## src/rtl/ext_irq_ctrl_pkg.sv

```systemverilog
// Shared register offsets and FSM state encoding for the external interrupt controller.
package ext_irq_ctrl_pkg;

    localparam logic [4:0] EIC_ENABLE   = 5'h00;
    localparam logic [4:0] EIC_EDGE     = 5'h04;
    localparam logic [4:0] EIC_PENDING  = 5'h08;
    localparam logic [4:0] EIC_PRIO     = 5'h0C;
    localparam logic [4:0] EIC_CLAIM    = 5'h10;
    localparam logic [4:0] EIC_COMPLETE = 5'h14;

    localparam logic [31:0] MCAUSE_INTP_EX = 32'h8000_000B;

    typedef enum logic [1:0] {
        EIC_IDLE = 2'd0,
        EIC_REQ  = 2'd1,
        EIC_SERV = 2'd2
    } eic_state_e;

endpackage

```

## src/rtl/ext_irq_ctrl_irq_sync_edge.sv

```systemverilog
// Two-flop synchronizer for one asynchronous interrupt line, with rising-edge detect
// taken between the synchronized level and its one-cycle-delayed copy.
module irq_sync_edge (
    input  logic clk,
    input  logic rst_n,
    input  logic async_i,
    output logic level_o,
    output logic rise_o
);

    logic meta_q;
    logic sync_q;
    logic prev_q;

    always_ff @(posedge clk or negedge rst_n) begin
        if (!rst_n) begin
            meta_q <= 1'b0;
            sync_q <= 1'b0;
            prev_q <= 1'b0;
        end else begin
            meta_q <= async_i;
            sync_q <= meta_q;
            prev_q <= sync_q;
        end
    end

    assign level_o = sync_q;
    assign rise_o  = sync_q & ~prev_q;

endmodule

```

## src/rtl/ext_irq_ctrl.sv

```systemverilog
// External interrupt controller: merges NUM_SRC lines into one trap request with
// priority arbitration, claim on trap ready and software COMPLETE to end service.
//
// state | meaning
// IDLE  | nothing eligible, no request toward trap
// REQ   | ex_trap_valid_o high, irq_id_o tracks the current winner
// SERV  | winner claimed and latched in irq_id_o until a matching COMPLETE
module ext_irq_ctrl
    import ext_irq_ctrl_pkg::*;
#(
    parameter int NUM_SRC = 8,
    parameter int PRIO_W  = 2
) (
    input  logic                           clk,
    input  logic                           rst_n,
    input  logic [NUM_SRC-1:0]             irq_src_i,
    input  logic                           cfg_we_i,
    input  logic                           cfg_re_i,
    input  logic [4:0]                     cfg_addr_i,
    input  logic [31:0]                    cfg_wdata_i,
    output logic [31:0]                    cfg_rdata_o,
    output logic                           ex_trap_valid_o,
    input  logic                           ex_trap_ready_i,
    output logic [$clog2(NUM_SRC+1)-1:0]   irq_id_o
);

    localparam int IDW = $clog2(NUM_SRC + 1);
    localparam int PW  = NUM_SRC * PRIO_W;

    logic [NUM_SRC-1:0] sync_lvl;
    logic [NUM_SRC-1:0] sync_rise;
    logic [NUM_SRC-1:0] enable_q;
    logic [NUM_SRC-1:0] edge_q;
    logic [NUM_SRC-1:0] pend_q;
    logic [NUM_SRC-1:0] pend_nxt;
    logic [NUM_SRC-1:0] clr_mask;
    logic [PW-1:0]      prio_q;
    eic_state_e         state;

    logic [4:0]         addr_w;
    logic               unused_addr;
    logic               claim;
    logic               complete_hit;
    logic [IDW-1:0]     win_id;
    logic [PRIO_W-1:0]  win_prio;
    logic               any_elig;

    for (genvar g = 0; g < NUM_SRC; g++) begin : g_sync
        irq_sync_edge u_sync (
            .clk     (clk),
            .rst_n   (rst_n),
            .async_i (irq_src_i[g]),
            .level_o (sync_lvl[g]),
            .rise_o  (sync_rise[g])
        );
    end

    assign addr_w      = {cfg_addr_i[4:2], 2'b00};
    assign unused_addr = ^cfg_addr_i[1:0];

    assign claim        = (state == EIC_REQ) && ex_trap_ready_i;
    assign complete_hit = (state == EIC_SERV) && cfg_we_i && (addr_w == EIC_COMPLETE) &&
                          (cfg_wdata_i == 32'(irq_id_o));

    // Edge sources: a new rise beats a same-cycle W1C or claim clear.
    always_comb begin
        clr_mask = '0;
        if (cfg_we_i && (addr_w == EIC_PENDING)) begin
            clr_mask = cfg_wdata_i[NUM_SRC-1:0];
        end
        for (int i = 0; i < NUM_SRC; i++) begin
            if (claim && (irq_id_o == IDW'(i + 1))) begin
                clr_mask[i] = 1'b1;
            end
        end
        pend_nxt = (edge_q & (sync_rise | (pend_q & ~clr_mask))) | (~edge_q & sync_lvl);
    end

    // Arbitrate on next-cycle pending so the request rises with the pending bit itself.
    always_comb begin
        win_id   = '0;
        win_prio = '0;
        for (int i = 0; i < NUM_SRC; i++) begin
            if (pend_nxt[i] && enable_q[i] && (prio_q[i*PRIO_W +: PRIO_W] > win_prio)) begin
                win_prio = prio_q[i*PRIO_W +: PRIO_W];
                win_id   = IDW'(i + 1);
            end
        end
        any_elig = (win_id != '0);
    end

    always_ff @(posedge clk or negedge rst_n) begin
        if (!rst_n) begin
            enable_q <= '0;
            edge_q   <= '0;
            prio_q   <= '0;
            pend_q   <= '0;
        end else begin
            pend_q <= pend_nxt;
            if (cfg_we_i) begin
                case (addr_w)
                    EIC_ENABLE: enable_q <= cfg_wdata_i[NUM_SRC-1:0];
                    EIC_EDGE:   edge_q   <= cfg_wdata_i[NUM_SRC-1:0];
                    EIC_PRIO:   prio_q   <= cfg_wdata_i[PW-1:0];
                    default:    ;
                endcase
            end
        end
    end

    always_ff @(posedge clk or negedge rst_n) begin
        if (!rst_n) begin
            state           <= EIC_IDLE;
            ex_trap_valid_o <= 1'b0;
            irq_id_o        <= '0;
        end else begin
            case (state)
                EIC_IDLE: begin
                    if (any_elig) begin
                        state           <= EIC_REQ;
                        ex_trap_valid_o <= 1'b1;
                        irq_id_o        <= win_id;
                    end
                end
                EIC_REQ: begin
                    if (ex_trap_ready_i) begin
                        state           <= EIC_SERV;
                        ex_trap_valid_o <= 1'b0;
                    end else if (!any_elig) begin
                        state           <= EIC_IDLE;
                        ex_trap_valid_o <= 1'b0;
                        irq_id_o        <= '0;
                    end else begin
                        irq_id_o        <= win_id;
                    end
                end
                EIC_SERV: begin
                    if (complete_hit) begin
                        state    <= EIC_IDLE;
                        irq_id_o <= '0;
                    end
                end
                default: begin
                    state           <= EIC_IDLE;
                    ex_trap_valid_o <= 1'b0;
                    irq_id_o        <= '0;
                end
            endcase
        end
    end

    always_ff @(posedge clk or negedge rst_n) begin
        if (!rst_n) begin
            cfg_rdata_o <= '0;
        end else if (cfg_re_i) begin
            case (addr_w)
                EIC_ENABLE:  cfg_rdata_o <= 32'(enable_q);
                EIC_EDGE:    cfg_rdata_o <= 32'(edge_q);
                EIC_PENDING: cfg_rdata_o <= 32'(pend_q);
                EIC_PRIO:    cfg_rdata_o <= 32'(prio_q);
                EIC_CLAIM:   cfg_rdata_o <= (state == EIC_SERV) ? 32'(irq_id_o) : 32'd0;
                default:     cfg_rdata_o <= 32'd0;
            endcase
        end
    end

endmodule

```

## config.mk

```make
export PLATFORM = sky130hd
export DESIGN_NAME = ext_irq_ctrl
export DESIGN_NICKNAME = d
export VERILOG_FILES = /design/src/rtl/ext_irq_ctrl_pkg.sv /design/src/rtl/ext_irq_ctrl_irq_sync_edge.sv /design/src/rtl/ext_irq_ctrl.sv
export SDC_FILE = /design/constraint.sdc
export NUM_CORES = 1
export LEC_CHECK = 0
export CAP_MARGIN = 10
export CORE_MARGIN = 3
export CORE_UTILIZATION = 50
export DETAILED_ROUTE_END_ITERATION = 8
export PLACE_DENSITY = 0.86
export REMOVE_ABC_BUFFERS = 1
export SLEW_MARGIN = 20
export SYNTH_ARGS = -nofsm -noshare
export SYNTH_HDL_FRONTEND = slang
export SYNTH_SLANG_ARGS = --single-unit
```

## constraint.sdc

```tcl
create_clock -name clk -period 14.95 [get_ports clk]
set_clock_uncertainty 0.05 [all_clocks]
set_input_delay 2.99 -clock clk [delete_from_list [all_inputs] [get_ports clk]]
set_output_delay 2.99 -clock clk [all_outputs]
set_load 0.05 [all_outputs]
```

# Yosys cells after proc, flatten, opt, wreduce, memory -nomap -nowiden

Index checks and enable logic that the tools add are counted.

ROM bits: 0
Latch bits: 0
Memories: 0
Bits in writable memories: 0
Output and inout bits: 37
Bits in registers: 103

Equal/unequal tests: 20
Shift operators: 0
Bitwise logic cells: 24
Div/mod/pow operators: 0
$lt $le $gt $ge: 8
Multiplexer cells: 40
Reduce and logical (&&, ||, !) cells: 38
Multiply operators: 0
Add/sub/neg operators: 0

Operators by type and width:

| cell                                                             | count |
|---|---|
| 16-bit case mux with 5 select lines                              | 1 |
| 4-bit 2-to-1 mux                                                 | 12 |
| 32-bit by 4-bit == test with 1-bit output                        | 1 |
| 1-bit logical AND                                                | 29 |
| 8-bit bitwise AND                                                | 3 |
| 2-bit 2-to-1 mux                                                 | 11 |
| 4-bit by 3-bit == test with 1-bit output (second input constant) | 4 |
| 8-bit NOT                                                        | 2 |
| 8-bit OR                                                         | 2 |
| 2-bit > comparator                                               | 7 |
| 1-bit 2-to-1 mux                                                 | 12 |
| 4-bit case mux with 3 select lines                               | 1 |
| 1-bit NOT                                                        | 9 |
| 3-bit AND reduction                                              | 3 |
| 1-bit bitwise AND                                                | 8 |
| 4-bit by 2-bit == test with 1-bit output (second input constant) | 2 |
| 8-bit 2-to-1 mux                                                 | 1 |
| 3-bit by 2-bit == test with 1-bit output (second input constant) | 2 |
| 3-bit == test (second input constant)                            | 2 |
| 2-bit inequality test (second input constant)                    | 3 |
| 2-bit case mux with 3 select lines                               | 1 |
| 2-bit AND reduction                                              | 3 |
| 5-bit zero test                                                  | 1 |
| 4-bit by 1-bit == test with 1-bit output (second input constant) | 1 |
| 9 further kinds                                                  | 9 |

# Logic depth before layout (Yosys ltp)

Gate-level depths: netlist of the first run.

Word-level depth: 37
Gate-level depth with buffers: 50

# Modules after synthesis

Synthesis of the first run repeated with hierarchy kept, for this count alone.

Cells, all modules: 422
Area, all modules: 4,644.5 um^2

By module, submodules not included:

| module        | seq. area each (um^2) | times used | area each (um^2) | cells each |
|---|---|---|---|---|
| ext_irq_ctrl  | 1,576.5               | 1          | 3,933.8          | 390 |
| irq_sync_edge | 75.1                  | 8          | 88.8             | 4 |

# Least setup slack after synthesis of the first run

Ideal clock, no wire load.

Path kind: input port to flip-flop
Start: in cfg_addr_i[2]
End: reg irq_id_o[0]
Arrival: 12.547 ns
Stages: 49
Path slack: 2.225 ns
Setup time: 0.128 ns
Path through: buf_2 -> nor4bb_4 -> buf_6 -> nand2_1 -> a21oi_1 -> nor2b_1 -> and2_1 -> ha_1 -> nand2_1 -> o211a_1 -> o21ai_2 -> nand4b_1 -> nand2_1 -> ha_1 -> a21bo_2 -> a211oi_1 -> a31oi_1 -> a31oi_1 -> (+13 left out) -> a311oi_1 -> o21ai_1 -> o41a_1 -> o41ai_4 -> mux2_2 -> ha_1 -> nand2_1 -> o2111ai_1 -> inv_1 -> nor2_1 -> a221o_1 -> ha_1 -> nand2_1 -> o2111a_1 -> or3_4 -> nor4b_4 -> a31oi_4 -> mux2_1

Longest elaborated chain between the ends: 37

RTL lines:

| element                                  | RTL line            | text |
|---|---|---|
| from (decl)                              | ext_irq_ctrl.sv:19  | `input logic [4:0] cfg_addr_i,` |
| 3-bit by 2-bit == test with 1-bit output | ext_irq_ctrl.sv:68  | `if (cfg_we_i && (addr_w == EIC_PENDING)) begin` |
| 1-bit logical AND                        | ext_irq_ctrl.sv:68  |  |
| 8-bit 2-to-1 mux                         | ext_irq_ctrl.sv:68  |  |
| 1-bit 2-to-1 mux                         | ext_irq_ctrl.sv:72  | `if (claim && (irq_id_o == IDW'(i + 1))) begin` |
| 8-bit NOT                                | ext_irq_ctrl.sv:76  | `pend_nxt = (edge_q & (sync_rise \| (pend_q & ~clr_mask))) \| (~edge_q & sync_lvl);` |
| 8-bit bitwise AND                        | ext_irq_ctrl.sv:76  |  |
| 8-bit OR                                 | ext_irq_ctrl.sv:76  |  |
| 8-bit bitwise AND                        | ext_irq_ctrl.sv:76  |  |
| (+21 left out)                           | --                  |  |
| 2-bit 2-to-1 mux                         | ext_irq_ctrl.sv:84  | `if (pend_nxt[i] && enable_q[i] && (prio_q[i*PRIO_W +: PRIO_W] > win_prio)) begin` |
| 2-bit > comparator                       | ext_irq_ctrl.sv:84  |  |
| 1-bit logical AND                        | ext_irq_ctrl.sv:84  |  |
| 4-bit 2-to-1 mux                         | ext_irq_ctrl.sv:84  |  |
| 4-bit nonzero test                       | ext_irq_ctrl.sv:89  | `any_elig = (win_id != '0);` |
| 4-bit 2-to-1 mux                         | ext_irq_ctrl.sv:129 | `end else if (!any_elig) begin` |
| 4-bit 2-to-1 mux                         | ext_irq_ctrl.sv:126 | `if (ex_trap_ready_i) begin` |
| 4-bit case mux with 3 select lines       | ext_irq_ctrl.sv:117 | `case (state)` |
| to (signal assigned)                     | ext_irq_ctrl.sv:122 | `irq_id_o <= win_id;` |
| to (signal assigned)                     | ext_irq_ctrl.sv:134 | `irq_id_o <= win_id;` |
| to (decl)                                | ext_irq_ctrl.sv:24  | `output logic [$clog2(NUM_SRC+1)-1:0] irq_id_o` |

Several ways; a longest one is shown, not always the timed one. The select of a mux whose other input is x is not followed.
A chain may end at the register's enable or synchronous reset.

# Final worst setup path of the first run

Start: in cfg_addr_i[4]
End: reg irq_id_o[1]

The elaborated chain is that of the path after synthesis.

==> out/summary.txt, run 1 <==
asr flop ratio synth = 1.00
area fraction of the dominant cell type after synthesis = 0.474
CTS Buf Count = 9
Tcrit/Tclk final = 0.938
layout cell share with drive strength beyond 1 = 0.168
crit path launch = cfg_addr_i[4]
# H-tree levels = 3
CP peak stage delay = 660 ps
PD cells = 153 nW/um2
Fmax = 71.3 MHz
Critical Path Fanout Max = 11
via/cell ratio = 5.93
Vias = 3490
Worst VDD drop = 60.1 uV
fin nets = 537
number of global-route vias before repair = 3578
wire length per cell = 18.8 um
CTS tree = built
Crit Path Category = input port to register
largest net degree at the start of global routing = 84
crit path DAT = 14230 ps
Power Total = 0.855 mW
largest area contributor in the netlist = dfrtp_1
Syn. warnings = 0
WHS = 297 ps
Pleak = 2.43 nW
Rows = 34
multi-input logic area = 2180 um2
reg2reg start = irq_id_o[1]
critical path's most frequent cell = ha_1
Final GP Congestion = 0.963
Synth area leaders = dfrtp_1 (47%), mux2_2 (7.8%), mux4_2 (3.9%), nand2_1 (3.0%), ha_1 (3.0%)
Clock Sink Count = 87
post-route ant nets = 0
slowest CP cell = clkdlybuf4s50_1
post-route minimum period = 14020 ps
final setup fails = 0
RSZ-0062 raised after global routing = no
max-slew violation total from the final report = 0
final WL = 11100 um
DRC violations left = 0
GRT overflow = 0
Gates resized, CTS repair = 0
Total GRT Usage = 0.225
Hold Startpoint = g_sync[7].u_sync.meta_q
Cells after Synth = 408
core area = 8810 um2
status = finished, final reports clean
nature of the critical path startpoint = input port
area grow syn2layout = 21.2%
Port Buf Inserts = 68
initial antenna violation count = 1
Starting Density = 0.522
most frequent cells in the layout = dfrtp_1 (87), clkdlybuf4s50_1 (67), nand2_1 (37), mux2_2 (32), inv_1 (30)
Final Non-Filler Cells = 589
CTS root buffer = clkbuf_8
clk buf depth = 2
full die area = 10400 um2
DP HPWL = 8110 um
worst slew pin tran = 1060 ps
first-pass GRT wire length = 18000 um
Die W = 102 um
total setup buffers inserted after CTS = 0
relative slew slack = 0.293
router iterations before antenna repair = 4
Crit. End Element = register
Initial DRC Count = 339
fillcell total = 671
Clk pin slew, worst setup/hold paths = 90 ps
Post-CTS Hold Buffers = 0
post-synthesis cell type count = 70
Critical Path RT = 15160 ps
synthesized cell area = 4600 um2
max-cap violations = 0
most common cell after layout, fill and taps aside = dfrtp_1
Final Cell Area = 5570 um2
Post-DP Area = 5310 um2
number of synthesized flops with an enable pin = 0
Setup TNS Final = 0 ps
# diodes = 0
Yosys reg bits = 87
dpl cells = 573
Final Hold Vio Count = 0
DIE HEIGHT = 102 um
register area = 2180 um2
Avg Cell Area, Syn = 11.3 um2
worst skew pair latency = 370 ps
post-synthesis sequential area ratio = 0.474
I/O pin cnt = 87
Post-synth top flop = dfrtp_1
Hold Crit Class = register to register
worst paths after layout:
check                                           end  slack [ps]  cells after the start
max in group asynchronous                 edge_q[6]       11600                      2
hold / removal             g_sync[7].u_sync.level_o         300                      0
setup reg to reg                        irq_id_o[1]        3640                     46
min in group asynchronous   g_sync[1].u_sync.meta_q        2360                      1
setup / recovery                        irq_id_o[1]         930                     48
hold reg to reg            g_sync[7].u_sync.level_o         300                      0
final cells by class:
class | count | share of cell area
Multi-Input combinational cell | 275 | 0.392
Sequential cell | 87 | 0.391
Timing Repair Buffer | 73 | 0.129
Tap cell | 108 | 0.0243
Clock buffer | 9 | 0.0222
Clock inverter | 7 | 0.0216
Inverter | 30 | 0.0202
layer usage:
metal | share of wire | vias to the layer above | GRT usage | routed length [um]
met4 | 0.029 | 2 | 0.0898 | 325
met2 | 0.49 | 151 | 0.369 | 5370
met1 | 0.41 | 1710 | 0.286 | 4490
li1 | - | 1595 | - | -
met3 | 0.078 | 32 | 0.0587 | 857
met5 | 0.0011 | - | 0 | 12
logic make-up after synthesis:
| logic type | share of synthesized area |
|---|---|
| flip-flops | 0.474 |
| other | 0.000816 |
| AO/OA/AOI/OAI | 0.149 |
| AND/OR/NAND/NOR | 0.146 |
| XOR/XNOR | 0.00762 |
| buffers and inverters | 0.0659 |
| multiplexers | 0.127 |
| adder cells (fa/ha/maj) | 0.0299 |
worst max-delay path, delay by kind of cell:
kind            cells  cell delay, ps
fa+ha+maj           7            1950
buf+inv             2             890
simple gates       17            2790
mux                 2             740
compound gates     20            4840
where the power goes:
group	internal (mW)	switching, mW	leakage, nW
sequential	0.274	0.0480	1.06
combinational	0.153	0.183	1.25
clock	0.111	0.0855	0.120
stage by stage:
step                setup slack, ps   util
finish                          926  0.632
CTS                            1040  0.631
global route                    178  0.632
global placement               1090  0.603
detailed placement              762  0.603
floorplan                      2280      -
sequential cells by signal, indices dropped and copies added, names as in the netlist:
signal                 flops
g_sync.u_sync.level_o      8
g_sync.u_sync.meta_q       8
edge_q                     8
cfg_rdata_o               16
state                      2
g_sync.u_sync.prev_q       8
enable_q                   8
pend_q                     8
prio_q                    16
ex_trap_valid_o            1
irq_id_o                   4
cells in the mapped netlist (3+ instances only):
cell      count
a41o_1        3
nand2b_1      4
inv_1        30
and2_1        5
nor4_1        7
or2_2         3
nor4b_1       3
o22ai_1       4
a21oi_1      21
and3_1        6
nor2b_1       9
nor2_1       13
a31oi_1       5
nand2_1      37
o21a_1        3
mux2_2       32
buf_2         5
nand4_1       5
mux4_2        8
o21ai_0      11
dfrtp_1      87
mux2_1        4
a21bo_2       3
xnor2_1       4
ha_1         11
a21boi_0      5
buf_4        16
nor3b_1       3
clkbuf_1      8
Note: power is estimated with default switching activity, not from simulation.
==> run 2: changes to the inputs <==
--- a/config.mk
+++ b/config.mk
@@ -7,9 +7,9 @@
 export LEC_CHECK = 0
 export CAP_MARGIN = 10
 export CORE_MARGIN = 3
-export CORE_UTILIZATION = 50
+export CORE_UTILIZATION = 28
 export DETAILED_ROUTE_END_ITERATION = 8
-export PLACE_DENSITY = 0.86
+export PLACE_DENSITY = 0.57
 export REMOVE_ABC_BUFFERS = 1
 export SLEW_MARGIN = 20
 export SYNTH_ARGS = -nofsm -noshare
==> out/summary.txt, run 2 (same netlist as run 1, synthesis figures left out) <==
Gates resized, CTS repair = 0 (unchanged)
hold worst-path end = g_sync[6].u_sync.level_o
Rows = 46 (+35%)
router iterations before antenna repair = 4 (unchanged)
relative slew slack = 0.278 (-0.0151)
most common cell after layout, fill and taps aside = dfrtp_1
post-route minimum period = 13950 ps (-70.3 ps)
initial antenna violation count = 0 (-1)
Setup TNS Final = 0 ps (unchanged)
status = finished, final reports clean
total setup buffers inserted after CTS = 0 (unchanged)
full die area = 18000 um2 (+73%)
via/cell ratio = 4.78 (-19%)
first-pass GRT wire length = 18800 um (+4.4%)
max-cap violations = 0 (unchanged)
max-slew violation total from the final report = 0 (unchanged)
WHS = 297 ps (-0.166 ps)
final WL = 11700 um (+6.0%)
area grow syn2layout = 24.3%
core area = 16000 um2 (+82%)
Crit Path Category = input port to register
Total GRT Usage = 0.135 (-0.0896)
Initial DRC Count = 174 (-49%)
Vias = 3333 (-4.5%)
critical path's most frequent cell = ha_1
GRT overflow = 0 (unchanged)
CTS Buf Count = 9 (unchanged)
worst slew pin tran = 1080 ps (+22.6 ps)
Starting Density = 0.287 (-0.235)
top flop regs = cfg_rdata_o (16), prio_q (16)
DRC violations left = 0 (unchanged)
most frequent cells in the layout = dfrtp_1 (87), clkdlybuf4s50_1 (67), nand2_1 (37), mux2_2 (32), inv_1 (30)
Final GP Congestion = 0.897 (-6.9%)
# H-tree levels = 3 (unchanged)
number of global-route vias before repair = 3346 (-6.5%)
fillcell total = 1639 (+140%)
hold path depth = 0 (unchanged)
reg-to-reg slack, setup = 3680 ps (+40 ps)
PD cells = 150 nW/um2 (-2.5%)
Fmax = 71.7 MHz (+0.50%)
post-route ant nets = 0 (unchanged)
Worst VDD drop = 72.2 uV (+20%)
Hold Startpoint = g_sync[6].u_sync.meta_q
Post-DP Area = 5460 um2 (+2.7%)
CTS root buffer = clkbuf_16
CTS tree = built
Post-CTS Hold Buffers = 0 (unchanged)
Critical Path Fanout Max = 9 (-2)
layout cell share with drive strength beyond 1 = 0.160 (-0.00832)
CP peak stage delay = 600 ps (-60 ps)
Final Hold Vio Count = 0 (unchanged)
crit path DAT = 14120 ps (-110 ps)
DP HPWL = 8860 um (+9.3%)
reg2reg start = irq_id_o[2]
fin nets = 538 (+0.19%)
Pleak = 2.43 nW (+0.24%)
clk buf depth = 2 (unchanged)
Clock Sink Count = 87 (unchanged)
slowest CP cell = clkdlybuf4s50_1
# diodes = 0 (unchanged)
DIE HEIGHT = 134 um (+32%)
largest net degree at the start of global routing = 47 (-44%)
Hold Crit Class = register to register
Worst Reg2Reg Path Length in Cells = 47 (+2.2%)
RSZ-0062 raised after global routing = no
nature of the critical path startpoint = input port
Port Buf Inserts = 68 (unchanged)
Final Cell Area = 5710 um2 (+2.6%)
Die W = 134 um (+32%)
Critical Path RT = 15120 ps (-40 ps)
final setup fails = 0 (unchanged)
Crit. End Element = register
wire length per cell = 16.8 um (-10%)
I/O pin cnt = 87 (unchanged)
Tcrit/Tclk final = 0.933 (-0.00470)
worst skew pair latency = 350 ps (-20 ps)
Clk pin slew, worst setup/hold paths = 60 ps (-30 ps)
RR Endpoint = irq_id_o[3]
==> run 2: changes by cell type in the layout (fill, tap and decap cells not counted), sizes merged <==
cell / delta
clkbuf: +5
bufinv: -3
buf: +1
clkinv: -1
clkinvlp: -1
inv: -1
==> run 2: worst max-delay path: cells and delay by family <==
| kind | cells | cell delay [ps] |
|---|---|---|
| compound gates | 21 | 5140 |
| simple gates | 14 | 2450 |
| fa+ha+maj | 7 | 1890 |
| buf+inv | 3 | 920 |
| mux | 2 | 750 |
==> run 2: per-layer routing <==
layer | part of all wire | track usage | up-vias
li1 | - | - | 1581
met1 | 0.46 | 0.182 | 1653
met2 | 0.47 | 0.213 | 83
met3 | 0.056 | 0.0401 | 16
met4 | 0.016 | 0.0385 | 0
met5 | 0 | 0 | -
==> run 2: layout make-up <==
type,instances,area (um2),share of cell area
Sequential cell,87,2180,0.381
Multi-Input combinational cell,275,2170,0.380
Timing Repair Buffer,74,723,0.127
Tap cell,216,270,0.0473
Clock buffer,14,254,0.0444
Inverter,30,113,0.0197
Clock inverter,1,5.00,0.000876
==> run 2: where the power goes <==
part / switching [mW] / internal [mW]
clock: 0.0860 / 0.116
sequential: 0.0450 / 0.274
combinational: 0.181 / 0.152
==> run 2: per-stage QoR <==
step	util	power (mW)	cells	setup slack [ps]
CTS	0.357	0.865	697	982
floorplan	-	0.556	392	2280
finish	0.357	0.855	697	996
global placement	0.341	0.648	682	863
detailed placement	0.341	0.657	682	651
global route	0.357	0.915	697	219
==> run 2: worst max-delay path by stage <==
| stage | slack [ps] | startpoint | endpoint | cells after the start |
|---|---|---|---|---|
| after detailed placement | 650 | ex_trap_ready_i | irq_id_o[3] | 47 |
| after global placement | 860 | cfg_addr_i[4] | ex_trap_valid_o | 46 |
| final | 1000 | ex_trap_ready_i | irq_id_o[3] | 47 |
| after global routing | 220 | cfg_addr_i[4] | irq_id_o[3] | 48 |
| after floorplan | 2280 | cfg_addr_i[3] | irq_id_o[0] | 47 |
| after CTS | 980 | ex_trap_ready_i | irq_id_o[3] | 47 |
